File: config.mk
export PLATFORM = sky130hd
export DESIGN_NAME = hid_bus_arbiter
export DESIGN_NICKNAME = d
export VERILOG_FILES = /design/src/rtl/hid_bus_arbiter.sv
export SDC_FILE = /design/constraint.sdc
export NUM_CORES = 1
export LEC_CHECK = 0
export ABC_AREA = 1
export CAP_MARGIN = 40
export CORE_AREA = 3 3 182 184
export CTS_CLUSTER_SIZE = 40
export DETAILED_ROUTE_END_ITERATION = 10
export DIE_AREA = 0 0 185 187
export PLACE_DENSITY = 0.45
export SYNTH_ARGS = -nofsm -noshare
export SYNTH_HDL_FRONTEND = slang
export SYNTH_SLANG_ARGS = --single-unit
File: constraint.sdc
create_clock -name msoc_clk -period 1.61 [get_ports msoc_clk]
set_input_delay 0.322 -clock msoc_clk [delete_from_list [all_inputs] [get_ports msoc_clk]]
set_output_delay 0.322 -clock msoc_clk [all_outputs]
set_load 0.02 [all_outputs]
File: src/rtl/hid_bus_arbiter.sv
// Two-master round-robin arbiter for the peripheral hid_* bus, with read-return routing.
// Define HID_ARB_LOCK_EN to add the mX_lock ports and the bounded bus-lock counter.
module hid_bus_arbiter #(
    parameter int ADDR_W   = 18,
    parameter int DATA_W   = 64,
    parameter int BE_W     = 8,
    parameter int READ_LAT = 1,
    parameter int LOCK_MAX = 16
) (
    input  logic              msoc_clk,
    input  logic              rstn,
    input  logic              m0_req,
    input  logic [BE_W-1:0]   m0_we,
    input  logic [ADDR_W-1:0] m0_addr,
    input  logic [DATA_W-1:0] m0_wrdata,
    input  logic              m1_req,
    input  logic [BE_W-1:0]   m1_we,
    input  logic [ADDR_W-1:0] m1_addr,
    input  logic [DATA_W-1:0] m1_wrdata,
`ifdef HID_ARB_LOCK_EN
    input  logic              m0_lock,
    input  logic              m1_lock,
`endif
    output logic              m0_gnt,
    output logic              m1_gnt,
    output logic              m0_rvalid,
    output logic              m1_rvalid,
    output logic [DATA_W-1:0] m0_rddata,
    output logic [DATA_W-1:0] m1_rddata,
    output logic              hid_en,
    output logic [BE_W-1:0]   hid_we,
    output logic [ADDR_W-1:0] hid_addr,
    output logic [DATA_W-1:0] hid_wrdata,
    input  logic [DATA_W-1:0] hid_rddata
);

    logic              ptr_q, ptr_d;
    logic              pref;
    logic              hs;
    logic              winner;
    logic [BE_W-1:0]   selWe;
    logic [ADDR_W-1:0] selAddr;
    logic [DATA_W-1:0] selWrdata;
    logic              isRead;

    logic              hidEn_q;
    logic [BE_W-1:0]   hidWe_q;
    logic [ADDR_W-1:0] hidAddr_q;
    logic [DATA_W-1:0] hidWrdata_q;

    logic [READ_LAT-1:0] trkValid_q;
    logic [READ_LAT-1:0] trkOwner_q;
    logic                rvalid0_q, rvalid1_q;

`ifdef HID_ARB_LOCK_EN
    localparam int CNT_W = $clog2(LOCK_MAX + 1);
    logic [CNT_W-1:0] lockCnt_q, lockCnt_d;
    logic             selLock;
    logic             lockExpired;

    // Once the locked master has used its quota, the other master becomes preferred.
    assign lockExpired = (lockCnt_q == CNT_W'(LOCK_MAX));
    assign pref        = lockExpired ? ~ptr_q : ptr_q;
    assign selLock     = winner ? m1_lock : m0_lock;
`else
    assign pref = ptr_q;
`endif

    // Grants are gated by rstn so nothing is granted while the block is held in reset.
    always_comb begin
        m0_gnt = rstn & m0_req & (~m1_req | ~pref);
        m1_gnt = rstn & m1_req & (~m0_req | pref);
    end

    assign hs        = m0_gnt | m1_gnt;
    assign winner    = m1_gnt;
    assign selWe     = winner ? m1_we     : m0_we;
    assign selAddr   = winner ? m1_addr   : m0_addr;
    assign selWrdata = winner ? m1_wrdata : m0_wrdata;
    assign isRead    = (selWe == '0);

    always_comb begin
        ptr_d = ptr_q;
`ifdef HID_ARB_LOCK_EN
        lockCnt_d = lockCnt_q;
        if (hs) begin
            if (selLock) begin
                ptr_d = winner;
                if (winner != ptr_q) begin
                    lockCnt_d = CNT_W'(1);
                end else if (!lockExpired) begin
                    lockCnt_d = lockCnt_q + CNT_W'(1);
                end
            end else begin
                ptr_d     = ~winner;
                lockCnt_d = '0;
            end
        end
`else
        if (hs) begin
            ptr_d = ~winner;
        end
`endif
    end

    always_ff @(posedge msoc_clk or negedge rstn) begin
        if (!rstn) begin
            ptr_q       <= 1'b0;
            hidEn_q     <= 1'b0;
            hidWe_q     <= '0;
            hidAddr_q   <= '0;
            hidWrdata_q <= '0;
        end else begin
            ptr_q   <= ptr_d;
            hidEn_q <= hs;
            hidWe_q <= hs ? selWe : '0;
            if (hs) begin
                hidAddr_q   <= selAddr;
                hidWrdata_q <= selWrdata;
            end
        end
    end

`ifdef HID_ARB_LOCK_EN
    always_ff @(posedge msoc_clk or negedge rstn) begin
        if (!rstn) begin
            lockCnt_q <= '0;
        end else begin
            lockCnt_q <= lockCnt_d;
        end
    end
`endif

    // Stage 0 lines up with hid_en; the tail entry becomes rvalid one cycle after it
    // leaves the pipe, which is when the peripheral's read data is valid.
    always_ff @(posedge msoc_clk or negedge rstn) begin
        if (!rstn) begin
            trkValid_q <= '0;
            trkOwner_q <= '0;
            rvalid0_q  <= 1'b0;
            rvalid1_q  <= 1'b0;
        end else begin
            trkValid_q[0] <= hs & isRead;
            trkOwner_q[0] <= winner;
            for (int i = 1; i < READ_LAT; i++) begin
                trkValid_q[i] <= trkValid_q[i-1];
                trkOwner_q[i] <= trkOwner_q[i-1];
            end
            rvalid0_q <= trkValid_q[READ_LAT-1] & ~trkOwner_q[READ_LAT-1];
            rvalid1_q <= trkValid_q[READ_LAT-1] &  trkOwner_q[READ_LAT-1];
        end
    end

    assign hid_en     = hidEn_q;
    assign hid_we     = hidWe_q;
    assign hid_addr   = hidAddr_q;
    assign hid_wrdata = hidWrdata_q;
    assign m0_rvalid  = rvalid0_q;
    assign m1_rvalid  = rvalid1_q;
    assign m0_rddata  = hid_rddata;
    assign m1_rddata  = hid_rddata;

endmodule

==> impl_summary.md, run 1 <==
Clocking
TritonCTS built the clock tree. The clock latency on the worst-skew pair is 0.36 ns. The clock drives 96 sinks. The CTS buffer count is 9. The clock passes through at most 2 buffers. Clock tree synthesis selected as its root buffer the cell sky130_fd_sc_hd__clkbuf_16.

The maximum level of the CTS H-tree is 3. Once the clock tree was built, the setup fixing pass inserted 0 buffers. The clock slew seen by the registers of the worst setup and hold paths is 0.09 ns.

Worst setup path
Tracing the worst setup path back leads to its startpoint at m0_req. The endpoint of the worst-slack reg-to-reg timing path is trkValid_q. The critical path is of the primary input to output pin type.

The depth of the worst register-to-register path is 10. STA classifies the critical path endpoint as an output pin. The worst setup path is launched from a primary input. Of all nets on the critical path, the largest fanout is 2. The start of the worst register-to-register path is pref. STA puts the critical path data required time at 1.29 ns.

At the worst endpoint, the arrival time is 1.19 ns. Across all register-to-register paths, the minimum setup slack is 0.19 ns. The capturing instance or port of the critical path is m0_gnt.

Detailed routing
The DRC marker count from the first detailed-route iteration is 196. After detailed routing, the average wire length per cell comes to 18.5 µm. Summing over every cut layer, the via total after detailed routing is 4660.

Using the TritonRoute via totals, the vias-per-cell ratio works out to 3.87. For this block, the routed nets add up to 22.2 mm of wire. After detailed routing, the number of remaining DRC violations is 0. The post-detailed-route count of antenna-violating nets is 0. The length of the first detailed-routing pass in iterations is 7.

Cells and area
The share of cells above drive strength 1 is 6.87%. The register area is 0.00240 mm². The fill cell instance count of the final layout is 3476. The antenna diode count is 0. From synthesis to final layout, the design area changed by 48.8%. Summing all multi-input logic gate instances after layout gives 0.00166 mm². At the end of the flow, the number of nets in the layout was 1044.

With fillers left out, the area of the finished cells amounts to 0.00787 mm².

Global routing
The total global-route track usage is 12.4%. Global routing used 20.9% of the available met2 tracks. The number of global-route vias before repair is 4702. The global routing met3 resource utilization is 4.51%. The most used routing layer in global routing is met2. For this run, global-route usage on met1 was measured as 14.3%.

The number of antenna violations at the first check in global routing is 1. The first global-routing pass estimated 32.2 mm of wire. Summed over all layers, the global routing overflow is 0.

The pin count of the biggest net entering global routing is 55.

Synthesis
The count of state elements after synthesis is 96. The sequential fraction of the synthesis area is 45.4%. The fraction of post-synthesis cell area in the top cell type by area is 45.4%. By area the synthesized netlist is led by sky130_fd_sc_hd__dfrtp_1, sky130_fd_sc_hd__buf_4, sky130_fd_sc_hd__nand2_1, sky130_fd_sc_hd__a31oi_1, sky130_fd_sc_hd__nor2_1.

In this run the cell area of the synthesized design comes to 0.00529 mm². The largest total area in the synthesized netlist belongs to sky130_fd_sc_hd__dfrtp_1. A synthesized cell averages 8.23 µm².

Synthesis produced a netlist with a net count of 890. The count of synthesis-stage warnings from yosys is 0. Counting every instance in the synthesized netlist gives 642. The count of cell types in the netlist is 16.

Run
The number of max-cap violations is 0.

Power and ir drop
Internal power comes to 4.88 mW. IR analysis of the VDD net gives a maximum drop of 0.399 mV. The net switching share of the total power is 33.4%.

The total power per unit cell area is 932 mW/mm². Combinational logic is responsible for 29.6% of the overall power. The leakage power is 3.39 nW. The proportion of power drawn by flip-flops and latches is 39.5%. The net load switching power is 2.45 mW.

The clock share of power is 30.8%.

Floorplanning
The initial standard-cell utilization of the core is 16.8%. The overall die height is 187 µm. The floorplan step defined a core boundary enclosing 0.0316 mm².

The floorplan step set the die width to 185 µm. The number of placement rows is 65. For this design the top-level I/O count stands at 471. The area enclosed by the die boundary is 0.0346 mm².

STA
The count of endpoints failing hold in the final timing report is 0. The clock arrives with 0.0107 ns of skew. The number of endpoints failing setup at the final stage is 0. The max-slew violation count is 0. The peak clock frequency supported by timing is 0.662 GHz. For the pin with the worst max-slew slack, the measured transition is 0.605 ns. Setup repair after global routing left no endpoint under its margin. In the final timing run, aggregate negative setup slack is 0 ns. The final critical path takes up 93.8% of the cycle. The worst pin sits at a relative slew slack of 59.7%. The worst path needs 1.51 ns of the cycle, external delays included.

Placement
Summing all placed instances gives a cell area of 0.00768 mm². Input and output buffers added on the ports amount to 278. The routability congestion estimate from global placement is 0.699.

The placed wire-length estimate is 17.1 mm.

Run status
The run finished with clean final reports.

Worst hold path
The classification of the worst-slack hold path is primary input to asynchronous set/reset pin.
-- layout make-up --
class / instances / area share (%)
multi-input combinational: 372 / 21.0
clock inverter: 6 / 0.732
clock buffer: 10 / 3.04
tap: 402 / 6.39
inverter: 9 / 0.429
timing repair buffer: 308 / 37.8
sequential: 96 / 30.5
-- sequential cells by signal, indices dropped and copies added (netlist names) --
name	count
hid_addr	18
hid_en	1
hid_we	8
hid_wrdata	64
m0_rvalid	1
m1_rvalid	1
pref	1
trkOwner_q	1
trkValid_q	1
-- synth_stat cells --
library cell and instances:
sky130_fd_sc_hd__o21bai_1 1, sky130_fd_sc_hd__buf_6 9, sky130_fd_sc_hd__nor2_1 90, sky130_fd_sc_hd__a21oi_1 6, sky130_fd_sc_hd__inv_2 3, sky130_fd_sc_hd__clkinv_1 1
sky130_fd_sc_hd__buf_2 16, sky130_fd_sc_hd__nand2_2 3, sky130_fd_sc_hd__buf_4 136, sky130_fd_sc_hd__clkbuf_1 4, sky130_fd_sc_hd__o21ai_0 3, sky130_fd_sc_hd__inv_1 5
sky130_fd_sc_hd__nand2_1 180, sky130_fd_sc_hd__dfrtp_1 96, sky130_fd_sc_hd__a31oi_1 82, sky130_fd_sc_hd__nand3_1 7
-- critical path: stages --
cell                              delay [ns]
sky130_fd_sc_hd__clkdlybuf4s50_1        0.49
sky130_fd_sc_hd__nand2_1                0.09
sky130_fd_sc_hd__a21oi_2                0.13
sky130_fd_sc_hd__buf_4                  0.16
-- logic make-up (layout without fill, tap and decap cells) --
kind of cell / Yosys count / count (layout) / share of synthesized area [%]
and+or+nand+nor: 280 / 280 / 20.2
buffers and inverters: 174 / 333 / 23.7
DFF: 96 / 96 / 45.4
AOI/OAI and AO/OA: 92 / 92 / 10.7
-- layer usage --
layer	wire (µm)	part of all wire, %
met1	8500	38
met2	10800	49
met3	2170	9.8
met4	722	3.3
met5	0	0
-- worst min path at each step --
stage / to / startpoint
floorplan: hid_addr[0] / rstn
global placement: pref / rstn
detailed placement: pref / rstn
CTS: hid_wrdata[47] / rstn
global route: hid_wrdata[47] / rstn
finish: hid_wrdata[48] / rstn
-- cell usage in the layout (no fill, tap or decap) --
cell                              netlist  layout
sky130_fd_sc_hd__nor2_1                90      90
sky130_fd_sc_hd__clkbuf_8               0       1
sky130_fd_sc_hd__nand2_1              180     180
sky130_fd_sc_hd__nand2_4                0       1
sky130_fd_sc_hd__inv_1                  5       5
sky130_fd_sc_hd__o21bai_1               1       1
sky130_fd_sc_hd__inv_8                  0       2
sky130_fd_sc_hd__a21oi_2                0       1
sky130_fd_sc_hd__dlymetal6s2s_1         0       1
sky130_fd_sc_hd__clkbuf_16              0       9
sky130_fd_sc_hd__a31oi_1               82      82
sky130_fd_sc_hd__clkinv_4               0       2
sky130_fd_sc_hd__a21oi_1                6       5
sky130_fd_sc_hd__dlygate4sd2_1          0      93
sky130_fd_sc_hd__clkinv_1               1       1
sky130_fd_sc_hd__dfrtp_1               96      96
sky130_fd_sc_hd__nand2_8                0       1
sky130_fd_sc_hd__clkdlybuf4s50_1        0     181
sky130_fd_sc_hd__buf_4                136      25
sky130_fd_sc_hd__inv_6                  0       2
sky130_fd_sc_hd__inv_2                  3       3
sky130_fd_sc_hd__o21ai_0                3       1
sky130_fd_sc_hd__o21ai_1                0       2
sky130_fd_sc_hd__buf_12                 0       7
sky130_fd_sc_hd__dlygate4sd3_1          0       1
sky130_fd_sc_hd__nand2_2                3       1
sky130_fd_sc_hd__nand3_1                7       7
-- per-stage QoR --
step | power [mW] | hold slack [ns] | util, % | worst slack (ns) | cells
after CTS | 7.54 | 0.163 | 24.9 | 0.00631 | 1203
after global placement | 5.40 | 0.316 | 24.3 | -0.514 | 1186
after detailed placement | 5.41 | 0.313 | 24.3 | -0.489 | 1186
final | 7.33 | 0.125 | 24.9 | 0.0992 | 1203
after global routing | 7.81 | 0.184 | 24.9 | 0.0433 | 1203
after floorplan | 4.41 | 0.0264 | - | 0.441 | 642
-- what timing repair did --
item	4_1_cts	5_1_grt
hold endpoints to repair	4	0
hold buffers	1	0
endpoints found under the setup margin	95	12
resized for setup	105	3
-- power groups by stage --
stage / Combinational [mW] / Sequential [mW] / Clock [mW]
after floorplan: 1.06 / 3.36 / 0
after global placement: 2.45 / 2.96 / 0
after detailed placement: 2.45 / 2.97 / 0
after CTS: 2.22 / 2.91 / 2.40
after global routing: 2.37 / 2.95 / 2.50
final: 2.17 / 2.90 / 2.26
Power figures use the tool's default switching activity.
==> inputs of run 2 (changes only) <==
--- a/config.mk
+++ b/config.mk
@@ -6,11 +6,11 @@
 export NUM_CORES = 1
 export LEC_CHECK = 0
 export ABC_AREA = 1
-export CAP_MARGIN = 40
-export CORE_AREA = 3 3 182 184
+export CAP_MARGIN = 20
+export CORE_AREA = 2 2 181 183
 export CTS_CLUSTER_SIZE = 40
 export DETAILED_ROUTE_END_ITERATION = 10
-export DIE_AREA = 0 0 185 187
+export DIE_AREA = 0 0 183 185
 export PLACE_DENSITY = 0.45
 export SYNTH_ARGS = -nofsm -noshare
 export SYNTH_HDL_FRONTEND = slang
==> impl_summary.md, run 2 (synthesis gave the netlist of run 1 again) <==
STA
Adding up every negative setup slack in the final design gives 0 ns. The max-slew violation count is 0. For this run, the top clock speed supported by timing is 0.681 GHz.

The smallest setup slack after layout is 0.141 ns. The worst-case headroom to the max-slew limit is 68.2%. Setup repair after global routing left no endpoint under its margin.

The clock period minus final worst setup slack is 1.47 ns. At the pin with the least slew margin, the transition time is 0.478 ns. Setup violations remaining at the end of the flow were counted as 0. The maximum clock skew at final layout is 0.00413 ns. The count of endpoints failing hold in the final timing report is 0. Dividing the final minimum period by the clock period gives 91.3%.

Detailed routing
The detail route stage leaves a number of antenna-violating nets equal to 0. The post-route DRC violation count is 0. The length of the first detailed-routing pass in iterations is 4.

The detail-routed via count per cell is 3.89. The detailed router placed 4722 vias in this run. Summed over all layers, the routed wires come to 21.8 mm. The detail-routed net length per standard cell is 18.0 µm. The first routing iteration left 216 violations.

Power and ir drop
The clock share of power is 30.9%. The internal power of the cells totals 5.00 mW. Of the total power, the share spent switching nets is 31.9%.

Dividing total power by cell area gives a power density of 931 mW/mm². The portion of total power attributed to combinational logic is 29.5%. The net load switching power is 2.35 mW. In this run the static leakage power is 3.39 nW. The largest vdd supply drop is 0.535 mV. The proportion of power drawn by flip-flops and latches is 39.5%.

Clocking
The CTS buffer count is 9. The clock tree from TritonCTS is yes. After clock tree synthesis, the clock-pin slew on the worst setup and hold paths is 0.07 ns.

The CTS sink count is 96. The maximum level of the CTS H-tree is 3. The longest clock path from root to sink contains 2 buffers.

The clock reaches the later pin of the worst-skew pair after 0.35 ns. The post-CTS repair timing setup buffer count is 0. In this run the clock root is driven by a sky130_fd_sc_hd__clkbuf_16.

Worst setup path
The setup check on the worst reg-to-reg path leaves a slack of 0.19 ns. The largest fanout on the critical path is 2. The data required time at the worst endpoint is 1.29 ns. The slowest stage of the critical path belongs to the cell sky130_fd_sc_hd__dfrtp_1.

Traced cell by cell, the critical path runs through inv_2, nand2_2, nand2_4, inv_2, buf_2. For this run, the slowest stage of the critical path takes 0.39 ns. Data arrives at the worst endpoint at 1.15 ns.

STA classifies the critical path endpoint as an output pin. The most used cell along the critical path is sky130_fd_sc_hd__inv_2. The path type of the worst setup path is register to output pin.

STA classifies the critical path startpoint as a register. The depth of the worst register-to-register path is 7.

Cells and area
The flip-flop count of the largest register, all copies and words added is 64. The share of cells above drive strength 1 is 7.08%. The post-layout net count is 1049. The repair_antennas step left the layout with diodes totalling 0. Cells fill 24.6% of the core in the end. The top cell types in the final layout, fill and taps aside, are sky130_fd_sc_hd__nand2_1, sky130_fd_sc_hd__clkdlybuf4s50_1, sky130_fd_sc_hd__dfrtp_1.

The layout overhead on the synthesized area is 49.2%.

Placement
At the end of routability-driven placement, the weighted congestion stood at 0.759. The placed wire-length estimate is 17.1 mm. The quantity of I/O buffers inserted on ports is 278.

At the placement stage, the worst setup path has a slack of -0.469 ns.

Global routing
The total global-route track usage is 12.4%. Summed over all layers, the global routing overflow is 0. Entering global routing, the biggest net connects 58 pins. The number of antenna violations at the first check in global routing is 1. The number of global-route vias before repair is 4592.

The global-route wire length before repair is 30.9 mm.

Floorplanning
The floorplan has 66 rows. Measured along the x axis, the die boundary spans 183 µm. For this configuration, the core starts out at a cell density of 16.5%.

The floorplan step defined a core boundary enclosing 0.0320 mm². Measured along the y axis, the die boundary spans 185 µm. The area enclosed by the die boundary is 0.0339 mm². 471 I/O pins were placed.

Run status
The flow ran to the end, and the final reports show no timing, DRC or antenna violations.

Run
The number of max-cap violations is 0.

Worst hold path
The classification of the worst-slack hold path is primary input to asynchronous set/reset pin.
-- run 2: path summary, 6_finish.rpt --
path | start | to
worst min register to register | trkOwner_q | m0_rvalid
worst max-delay path | pref | m1_gnt
max in group asynchronous | rstn | hid_addr[14]
worst max register to register | pref | hid_wrdata[29]
worst min-delay path | rstn | hid_wrdata[43]
min in group msoc_clk | trkOwner_q | m0_rvalid
-- run 2: power by group through the flow --
stage	Sequential, mW	Clock [mW]	Combinational, mW
6_report	2.90	2.27	2.17
5_1_grt	2.95	2.47	2.36
4_1_cts	2.91	2.41	2.22
3_5_place_dp	2.97	0	2.44
3_3_place_gp	2.96	0	2.44
2_1_floorplan	3.36	0	1.06
-- run 2: critical path: cells and delay by family (launching register included) --
family	cells	cell delay, ns
buffers and inverters	3	0.26
DFF	1	0.39
and+or+nand+nor	2	0.15
-- run 2: layout make-up --
type | instances | area [µm²]
inverter | 9 | 33.8
multi-input combinational | 372 | 1650
tap | 408 | 510
clock buffer | 11 | 243
fill | 3527 | 24200
sequential | 96 | 2400
timing repair buffer | 313 | 2990
clock inverter | 4 | 53.8
-- run 2: per-stage QoR --
stage,area (µm²),hold WS [ns],power (mW),instances
after floorplan,5290,0.0264,4.41,642
after global placement,7710,0.371,5.40,1197
after detailed placement,7710,0.372,5.41,1197
after CTS,7890,0.0620,7.53,1213
after global routing,7890,0.0753,7.79,1213
final,7890,0.0478,7.34,1213
-- run 2: what timing repair did --
action	4_1_cts	5_1_grt
endpoints found under the setup margin	95	0
hold buffers	1	0
endpoints found under the hold margin	12	0
resized for setup	104	0
-- run 2: routing by layer --
layer | track usage (%) | share of wire (%) | vias to the layer above
li1 | - | - | 2262
met1 | 13.0 | 37 | 2154
met2 | 22.4 | 51 | 270
met3 | 5.25 | 10 | 36
met4 | 3.97 | 2.2 | 0
met5 | 0 | 0 | -
